===== config.mk =====
export PLATFORM = sky130hd
export DESIGN_NAME = cnn_fmap_responder
export DESIGN_NICKNAME = d
export VERILOG_FILES = /design/src/rtl/cnn_fmap_responder_pkg.sv /design/src/rtl/cnn_addr_walker.sv /design/src/rtl/cnn_fmap_responder.sv
export SDC_FILE = /design/constraint.sdc
export NUM_CORES = 1
export LEC_CHECK = 0
export CORE_AREA = 5 5 145 147
export CTS_BUF_LIST = sky130_fd_sc_hd__clkbuf_16
export DETAILED_ROUTE_END_ITERATION = 6
export DIE_AREA = 0 0 150 152
export PLACE_DENSITY_LB_ADDON = 0.25
export SLEW_MARGIN = 10
export SYNTH_ARGS = -nofsm -noshare
export SYNTH_HDL_FRONTEND = slang
export SYNTH_SLANG_ARGS = --single-unit

===== constraint.sdc =====
create_clock -name clk -period 3.6 [get_ports clk]
set_input_delay 0.72 -clock clk [delete_from_list [all_inputs] [get_ports clk]]
set_output_delay 0.72 -clock clk [all_outputs]
set_load 0.005 [all_outputs]

===== src/rtl/cnn_fmap_responder_pkg.sv =====
// Shared configuration for the lacc feature-map read responder.
// Tile limits, outstanding-command depth and the response word width.
package cnn_fmap_responder_pkg;

  localparam int unsigned BUFFER_WIDTH         = 8;
  localparam int unsigned BUFFER_DEPTH         = 8;
  localparam int unsigned LACC_MAX_OUTSTANDING = 4;
  localparam int unsigned LACC_DATA_W          = 32;
  localparam int unsigned WORD_BYTES           = LACC_DATA_W / 8;

  // Number of words in a tile given inclusive last-column/last-row indices.
  function automatic int unsigned tile_words(input int unsigned last_col,
                                             input int unsigned last_row);
    return (last_col + 1) * (last_row + 1);
  endfunction

endpackage


===== src/rtl/cnn_addr_walker.sv =====
// Row-major address generator for a 2D tile, built from incremental adders.
// Holds the column/row position and the current row and column byte addresses.
module cnn_addr_walker #(
  parameter int unsigned ADDR_W = 32,
  parameter int unsigned COL_W  = 3,
  parameter int unsigned ROW_W  = 3
) (
  input  logic              clk,
  input  logic              rst_n,
  input  logic              init,
  input  logic              step,
  input  logic [ADDR_W-1:0] base_addr,
  input  logic [ADDR_W-1:0] row_stride,
  input  logic [COL_W-1:0]  last_col,
  output logic [ADDR_W-1:0] addr
);
  import cnn_fmap_responder_pkg::*;

  logic [COL_W-1:0]  x_q;
  logic [ROW_W-1:0]  y_q;
  logic [ADDR_W-1:0] row_addr_q;
  logic [ADDR_W-1:0] col_addr_q;

  always_ff @(posedge clk or negedge rst_n) begin
    if (!rst_n) begin
      x_q        <= '0;
      y_q        <= '0;
      row_addr_q <= '0;
      col_addr_q <= '0;
    end else if (init) begin
      x_q        <= '0;
      y_q        <= '0;
      row_addr_q <= base_addr;
      col_addr_q <= base_addr;
    end else if (step) begin
      if (x_q < last_col) begin
        x_q        <= x_q + COL_W'(1);
        col_addr_q <= col_addr_q + ADDR_W'(WORD_BYTES);
      end else begin
        // Wrap to the next row; the column address restarts at the new row start.
        x_q        <= '0;
        y_q        <= y_q + ROW_W'(1);
        row_addr_q <= row_addr_q + row_stride;
        col_addr_q <= row_addr_q + row_stride;
      end
    end
  end

  assign addr = col_addr_q;

endmodule


===== src/rtl/cnn_fmap_responder.sv =====
// Memory-side responder for the lacc feature-map read channel: accepts implicit-address
// read commands, walks a tile in row-major order and returns the words in order.
module cnn_fmap_responder #(
  parameter int unsigned ADDR_W          = 32,
  parameter int unsigned BUFFER_WIDTH    = cnn_fmap_responder_pkg::BUFFER_WIDTH,
  parameter int unsigned BUFFER_DEPTH    = cnn_fmap_responder_pkg::BUFFER_DEPTH,
  parameter int unsigned MAX_OUTSTANDING = cnn_fmap_responder_pkg::LACC_MAX_OUTSTANDING
) (
  input  logic                              clk,
  input  logic                              rst_n,
  input  logic                              start,
  input  logic [ADDR_W-1:0]                 base_addr_i,
  input  logic [ADDR_W-1:0]                 row_stride_i,
  input  logic [$clog2(BUFFER_WIDTH)-1:0]   buffer_width_i,
  input  logic [$clog2(BUFFER_DEPTH)-1:0]   buffer_depth_i,
  output logic                              busy,
  output logic                              done,
  output logic                              err,
  input  logic                              lacc_data_valid,
  output logic                              lacc_data_ready,
  output logic                              lacc_drsp_valid,
  output logic [31:0]                       lacc_drsp_rdata,
  output logic                              mem_req,
  output logic [ADDR_W-1:0]                 mem_addr,
  input  logic                              mem_gnt,
  input  logic                              mem_rvalid,
  input  logic [31:0]                       mem_rdata
);
  import cnn_fmap_responder_pkg::*;

  localparam int unsigned WW = $clog2(BUFFER_WIDTH);
  localparam int unsigned DW = $clog2(BUFFER_DEPTH);
  localparam int unsigned TW = $clog2(BUFFER_WIDTH * BUFFER_DEPTH) + 1;
  localparam int unsigned OW = $clog2(MAX_OUTSTANDING) + 1;

  localparam logic [1:0] StIdle  = 2'd0;
  localparam logic [1:0] StRun   = 2'd1;
  localparam logic [1:0] StDrain = 2'd2;

  logic [1:0]             state_q, state_d;
  logic [TW-1:0]          total_q, accepted_q, issued_q;
  logic [OW-1:0]          pending_q, inflight_q;
  logic [OW:0]            outstanding;
  logic [ADDR_W-1:0]      stride_q;
  logic [WW-1:0]          last_col_q;
  logic                   drsp_valid_q, err_q;
  logic [LACC_DATA_W-1:0] drsp_rdata_q;
  logic                   start_fire, hs, gnt_fire, rsp_fire, drain_done;

  assign start_fire  = start && (state_q == StIdle);
  assign mem_req     = (pending_q != '0);
  assign gnt_fire    = mem_req && mem_gnt;
  assign rsp_fire    = mem_rvalid && (inflight_q != '0);
  assign outstanding = {1'b0, pending_q} + {1'b0, inflight_q};

  assign lacc_data_ready = (state_q == StRun) && (accepted_q < total_q) &&
                           (outstanding < (OW + 1)'(MAX_OUTSTANDING));
  assign hs = lacc_data_valid && lacc_data_ready;

  assign drain_done = (state_q == StDrain) && (issued_q == total_q) &&
                      (inflight_q == '0) && !drsp_valid_q;
  assign done = drain_done;
  assign busy = (state_q != StIdle) && !drain_done;
  assign err  = err_q;

  assign lacc_drsp_valid = drsp_valid_q;
  assign lacc_drsp_rdata = drsp_rdata_q;

  always_comb begin
    state_d = state_q;
    unique case (state_q)
      StIdle:  if (start) state_d = StRun;
      StRun:   if (accepted_q == total_q) state_d = StDrain;
      StDrain: if (drain_done) state_d = StIdle;
      default: state_d = StIdle;
    endcase
  end

  always_ff @(posedge clk or negedge rst_n) begin
    if (!rst_n) begin
      state_q    <= StIdle;
      total_q    <= '0;
      accepted_q <= '0;
      issued_q   <= '0;
      stride_q   <= '0;
      last_col_q <= '0;
      err_q      <= 1'b0;
    end else begin
      state_q <= state_d;
      if (start_fire) begin
        total_q    <= TW'(tile_words(32'(buffer_width_i), 32'(buffer_depth_i)));
        accepted_q <= '0;
        issued_q   <= '0;
        stride_q   <= row_stride_i;
        last_col_q <= buffer_width_i;
        err_q      <= 1'b0;
      end else begin
        if (hs)       accepted_q <= accepted_q + TW'(1);
        if (gnt_fire) issued_q   <= issued_q + TW'(1);
        if (mem_rvalid && (inflight_q == '0)) err_q <= 1'b1;
      end
    end
  end

  // Simultaneous increment and decrement leave a counter unchanged.
  always_ff @(posedge clk or negedge rst_n) begin
    if (!rst_n) begin
      pending_q  <= '0;
      inflight_q <= '0;
    end else begin
      unique case ({hs, gnt_fire})
        2'b10:   pending_q <= pending_q + OW'(1);
        2'b01:   pending_q <= pending_q - OW'(1);
        default: pending_q <= pending_q;
      endcase
      unique case ({gnt_fire, rsp_fire})
        2'b10:   inflight_q <= inflight_q + OW'(1);
        2'b01:   inflight_q <= inflight_q - OW'(1);
        default: inflight_q <= inflight_q;
      endcase
    end
  end

  always_ff @(posedge clk or negedge rst_n) begin
    if (!rst_n) begin
      drsp_valid_q <= 1'b0;
      drsp_rdata_q <= '0;
    end else begin
      drsp_valid_q <= rsp_fire;
      if (rsp_fire) drsp_rdata_q <= mem_rdata;
    end
  end

  cnn_addr_walker #(
    .ADDR_W (ADDR_W),
    .COL_W  (WW),
    .ROW_W  (DW)
  ) u_addr_walker (
    .clk        (clk),
    .rst_n      (rst_n),
    .init       (start_fire),
    .step       (gnt_fire),
    .base_addr  (base_addr_i),
    .row_stride (stride_q),
    .last_col   (last_col_q),
    .addr       (mem_addr)
  );

endmodule

==> flow_summary.yaml, run 1 <==
floorplan:
  die_w_um: 150
  core.rowCount: 52
  dieArea_um2: 22800
  core_area_um2: 19800
  design.portCount: 178
  start_util: 0.521
  die_y_um: 152
global_routing:
  antenna_found_initial: 1
  grt_pass1_vias: 9736
  grt_max_degree: 110
  grt.overflow.total: 0
  grt_use_total: 0.255
  grt_first_pass_wirelength_um: 47900
clock_network:
  cts_buffer_depth: 2
  path_clk_slew_ns: 0.07
  numCtsBuffers: 17
  clock_sinks: 165
  cts_tree: "done"
  insertion_delay_ns: 0.43
  htree_levels: 4
  cts_root_buffer: "clkbuf_16"
drt:
  wire_per_inst_um: 17.1
  drt-vias-per-instance: 5.69
  drc: 0
  first_iter_violations: 600
  drt-pass1-iter-count: 5
  via_count: 9654
  ant_nets: 0
  drt-total-wl_um: 29100
place:
  post-place-ws_ns: -0.352
  place_area_um2: 12500
  place_inst: 1665
  globalplace.congestion: 0.916
  port_buffers: 177
  dp.final_hpwl_um: 21300
setup_path:
  cp.arrival_ns: 3.76
  startpoint_type: "input port"
  cp_max_fo: 2
  cp-end-kind: "flip-flop"
  max_stage_delay_ns: 0.56
  slowest_stage: "fa_1"
  cp_cell_sequence: "clkdlybuf4s50_1, ha_1, xor2_2, nand2_1, fa_1, inv_1, fa_1, inv_1, fa_1, inv_1, a21o_1, a21oi_1, xnor2_1, o21ai_1"
  required_ns: 3.91
  worstSetupPathType: "in -> reg"
sta:
  hold_violations: 0
  setup_viol: 0
  worst_slew_pin_slew_ns: 0.613
  finalCriticalPeriod_ns: 3.45
  rsz0062_at_grt: "false"
  fin_tns_setup_ns: 0
  timing.final.crit_share: 0.958
  slew_violations: 0
  fin_skew_ns: 0.00864
  fmax_mhz: 290
  hold_slack_ns: 0.259
  layout_setup_ws_ns: 0.150
  max-slew-margin-rel: 0.592
logic_synthesis:
  synth_edf_count: 0
  synth_top_cell_area_share: 0.401
  yosysUniqueCellTypes: 68
  syn-num-nets: 1416
  synth_top_cell_by_area: "dfrtp_1"
  netlist_instances: 1241
  synth.avg_cell_area_um2: 8.31
  yosysWarnings: 0
  synth_area_leaders: "dfrtp_1 40%, nand2_1 11%, ha_1 7.3%, a21oi_1 4.9%, nor2_1 3.6%"
  ys_async_sr_fraction: 1.00
  synth_seq_area_share: 0.401
  ys_seq_elements: 165
  netlist_area_um2: 10300
  synthFlopType: "dfrtp_1"
power_and_ir_drop:
  p_leak_nw: 6.04
  p_per_area_nw_per_um2: 946
  power_mw: 12.4
  vdd_drop_max_mv: 0.489
cells_and_area:
  finalCoreUtilization: 0.661
  nNetsFinal: 1589
  final_cells: 1697
  antenna_cells: 0
  stdcell_area_um2: 13100
  drive_gt1_frac: 0.0736
  area_growth_pct: 26.8
run:
  drv_cap: 0
outcome:
  status: "complete, no violations"
hold_path:
  hold_class: "in -> async"
## flip-flops by register name, summed over array words and instances (netlist names)
register and cells:
lacc_drsp_rdata 32, inflight_q 3, err 1, lacc_drsp_valid 1
total_q 7, state_q 2, u_addr_walker.row_addr_q 32, u_addr_walker.x_q 3
u_addr_walker.addr 32, last_col_q 3, stride_q 32, accepted_q 7
issued_q 7, pending_q 3
## cell usage after synthesis (2+ instances only)
library cell / instances
o22ai_1: 9
a21oi_2: 4
nand2_1: 306
and2_1: 8
o2111ai_1: 2
a221oi_1: 5
fa_1: 7
a211o_1: 2
xnor2_1: 30
a31oi_1: 15
inv_1: 38
or2_2: 2
and4_1: 6
and3_1: 13
o21a_1: 7
a21oi_1: 100
o31ai_2: 2
nor2_1: 100
o211ai_1: 7
buf_1: 11
o21ai_0: 70
o21ai_1: 5
nor2b_1: 5
a31o_2: 6
a311oi_1: 2
a21o_1: 28
or3_1: 7
buf_2: 11
nand4_2: 2
nor3_1: 27
mux2_2: 3
a211oi_1: 8
nand2b_1: 8
o31ai_1: 2
xor2_1: 29
clkbuf_1: 34
dfrtp_1: 165
nand4_1: 22
mux2i_1: 12
o221ai_1: 3
nand3_1: 32
ha_1: 60
## timing repair
action / 4_1_cts / 5_1_grt
setup endpoints to repair: 0 / 3
resized for setup: 0 / 6
hold buffers: 0 / 0
setup buffers: 0 / 0
## layer usage
| metal | GRT usage | wire length (um) |
|---|---|---|
| met5 | 0 | 11 |
| met4 | 0.0898 | 925 |
| met3 | 0.0620 | 2190 |
| met2 | 0.416 | 13800 |
| met1 | 0.331 | 12200 |
## placed cells by master (no fill, tap or decap), types with 28 or more instances in the layout
| cell | n |
|---|---|
| xnor2_1 | 30 |
| ha_1 | 59 |
| clkdlybuf4s50_1 | 174 |
| nor2_1 | 99 |
| a21o_1 | 28 |
| o21ai_0 | 69 |
| a21oi_1 | 99 |
| buf_4 | 31 |
| nand2_1 | 305 |
| inv_1 | 40 |
| nand3_1 | 32 |
| dfrtp_1 | 165 |
## report_power, final
part,total [mW],internal (mW),switching [mW]
clock network,1.73,0.902,0.824
registers,3.42,2.68,0.741
logic,7.21,3.11,4.10
## cells by family (layout without fill, tap and decap cells)
kind of cell               count (synthesis)  after routing  share of synthesized area
xor gates and xnor gates                  59             59                     0.0501
adders and majority gates                 67             67                     0.0864
DFF                                      165            165                      0.401
muxes                                     16             16                     0.0164
buffers and inverters                     95            281                     0.0367
AOI/OAI and AO/OA                        291            291                      0.177
and+or+nand+nor                          548            548                      0.233
## path summary, 6_finish.rpt
check                                                 from                                 end  slack, ns  depth (start not counted)
setup / recovery                         buffer_width_i[0]              total_q[6]$_DFFE_PN0P_       0.15                         14
hold reg to reg            lacc_drsp_rdata[30]$_DFFE_PN0P_     lacc_drsp_rdata[30]$_DFFE_PN0P_       0.48                          2
hold / removal                                       rst_n  u_addr_walker.addr[21]$_DFFE_PN0P_       0.26                          1
max in group asynchronous                            rst_n              state_q[1]$_DFFE_PN0P_       2.46                          2
setup reg to reg                 accepted_q[1]$_DFFE_PN0P_            pending_q[2]$_DFFE_PN0P_       0.59                         14
min in group clk           lacc_drsp_rdata[30]$_DFFE_PN0P_     lacc_drsp_rdata[30]$_DFFE_PN0P_       0.48                          2
## worst max-delay path: cells and delay by family
family                   cells  cell delay, ns
AO/OA/AOI/OAI                3            0.24
buffers and inverters        4            0.69
XOR/XNOR                     2            0.34
AND/OR/NAND/NOR              1            0.09
adder cells (fa/ha/maj)      4            1.69
## final cells by class
cell class	instances	area [um2]
Fill cell	1696	6710
Inverter	38	143
Timing Repair Buffer	211	2070
Clock inverter	15	125
Multi-Input combinational cell	981	5840
Clock buffer	17	425
Tap cell	270	338
Sequential cell	165	4130
Power figures use the tool's default switching activity.
==> run 2: changes to the inputs <==
==> constraint.sdc (replaced) <==
create_clock -name clk -period 3.6 [get_ports clk]
set_input_delay 0.72 -clock clk [delete_from_list [all_inputs] [get_ports clk]]
set_output_delay 0.72 -clock clk [all_outputs]
set_load 0.05 [all_outputs]
==> run 2 against run 1 <==
Cell count shrank 0.18%. Largest power group unchanged. Via count shrank 0.27%. Total power is 9.6% higher. Highest routed layer unchanged. Hold slack better by 0.083 ns. First-iteration DRC count grew 6.7%.
==> flow_summary.yaml, run 2 (synthesis results as in run 1) <==
outcome:
  status: "complete, no violations"
floorplan:
  die_w_um: 150
  dieArea_um2: 22800
  core.rowCount: 52
  design.portCount: 178
  die_y_um: 152
  start_util: 0.521
  core_area_um2: 19800
sta:
  setup_viol: 0
  hold_violations: 0
  timing.final.crit_share: 0.959
  worst_slew_pin_slew_ns: 0.814
  fin_skew_ns: 0.0130
  finalCriticalPeriod_ns: 3.45
  fmax_mhz: 290
  hold_slack_ns: 0.342
  slew_violations: 0
  max-slew-margin-rel: 0.458
power_and_ir_drop:
  vdd_drop_max_mv: 0.615
  power_mw: 13.5
  p_leak_nw: 6.05
  p_per_area_nw_per_um2: 1030
cells_and_area:
  layout_common_cells: "305 x nand2_1, 174 x clkdlybuf4s50_1, 165 x dfrtp_1"
  area_growth_pct: 27.0
  drive_gt1_frac: 0.0730
  nNetsFinal: 1588
  stdcell_area_um2: 13100
  finalCoreUtilization: 0.662
  antenna_cells: 0
  final_common_cell: "nand2_1"
place:
  place_area_um2: 12500
  dp.final_hpwl_um: 21200
  port_buffers: 177
  globalplace.congestion: 0.913
setup_path:
  r2r_cells: 14
  worstSetupPathType: "in -> reg"
  r2r_setup_slack_ns: 0.55
  r2r-end: "pending_q[2]$_DFFE_PN0P_"
  required_ns: 3.91
  worstReg2RegStart: "accepted_q[1]$_DFFE_PN0P_"
  cp.arrival_ns: 3.76
  cp_max_fo: 3
  cp-end-kind: "flip-flop"
  startpoint_type: "input port"
clock_network:
  numCtsBuffers: 17
  cts_root_buffer: "clkbuf_16"
  insertion_delay_ns: 0.44
  cts_buffer_depth: 2
  htree_levels: 4
  cts_tree: "done"
  holdBufCountCts: 0
  path_clk_slew_ns: 0.07
  clock_sinks: 165
drt:
  wire_per_inst_um: 17.2
  drt-vias-per-instance: 5.68
  ant_nets: 0
  via_count: 9628
  drc: 0
  drt-pass1-iter-count: 7
  first_iter_violations: 640
  drt-total-wl_um: 29200
global_routing:
  grt_pass1_vias: 9696
  grt_max_degree: 110
  grt_first_pass_wirelength_um: 48500
  grt.overflow.total: 0
  antenna_found_initial: 1
  grt_use_total: 0.259
run:
  drv_cap: 0
hold_path:
  hold_class: "in -> async"
run 2: changes by cell type in the layout (fill, tap and decap cells not counted), sizes merged:
cell and delta:
inv -5, clkinvlp +1, bufinv +2, buf -1
run 2: worst max-delay path, stage by stage:
cell             delay, ns
clkdlybuf4s50_1       0.51
ha_2                  0.22
xor2_2                0.16
nand2_1               0.09
fa_1                  0.51
inv_1                 0.06
fa_1                  0.56
inv_1                 0.08
fa_2                  0.40
inv_1                 0.06
a21o_1                0.10
a21oi_1               0.07
xnor2_1               0.15
o21ai_1               0.08
run 2: worst max path at each step:
stage	start	to	slack, ns	cells past startpoint
5_1_grt	buffer_depth_i[0]	total_q[6]$_DFFE_PN0P_	-0.008	14
3_3_place_gp	buffer_depth_i[1]	total_q[6]$_DFFE_PN0P_	-0.32	14
2_1_floorplan	buffer_depth_i[0]	total_q[6]$_DFFE_PN0P_	0.27	13
4_1_cts	accepted_q[1]$_DFFE_PN0P_	lacc_data_ready	0.002	8
6_report	buffer_depth_i[0]	total_q[6]$_DFFE_PN0P_	0.15	14
3_5_place_dp	buffer_depth_i[1]	total_q[6]$_DFFE_PN0P_	-0.42	14
run 2: power by group:
group	internal (mW)	switching, mW	leakage [nW]
combinational	3.11	5.17	3.77
clock	1.03	0.819	0.273
sequential	2.68	0.744	2.00
run 2: final cells by class:
class,instances,area (um2)
clock buffers,17,425
clock inverters,13,153
fillers,1686,6690
inverters,38,143
multi-input cells,981,5840
flip-flops and latches,165,4130
well taps,270,338
repair buffers,210,2060
run 2: stage by stage:
step                TNS (ns)  setup WS [ns]  instances
finish                     0          0.147       1694
global placement      -0.794         -0.323       1664
floorplan                  0          0.267       1241
CTS                        0        0.00177       1694
detailed placement     -1.08         -0.417       1664
global route         -0.0115       -0.00809       1694
run 2: routing by layer:
layer / wire, um / up-vias / share of wire / GRT usage
li1: - / 4614 / - / -
met3: 2110 / 55 / 0.072 / 0.0563
met5: 11 / - / 0.00038 / 0
met2: 14400 / 362 / 0.49 / 0.435
met1: 12100 / 4595 / 0.41 / 0.334
met4: 675 / 2 / 0.023 / 0.0771
run 2: repair_timing:
action | 4_1_cts | 5_1_grt
setup endpoints to repair | 0 | 4
buffers inserted | 0 | 0
resized for setup | 0 | 8
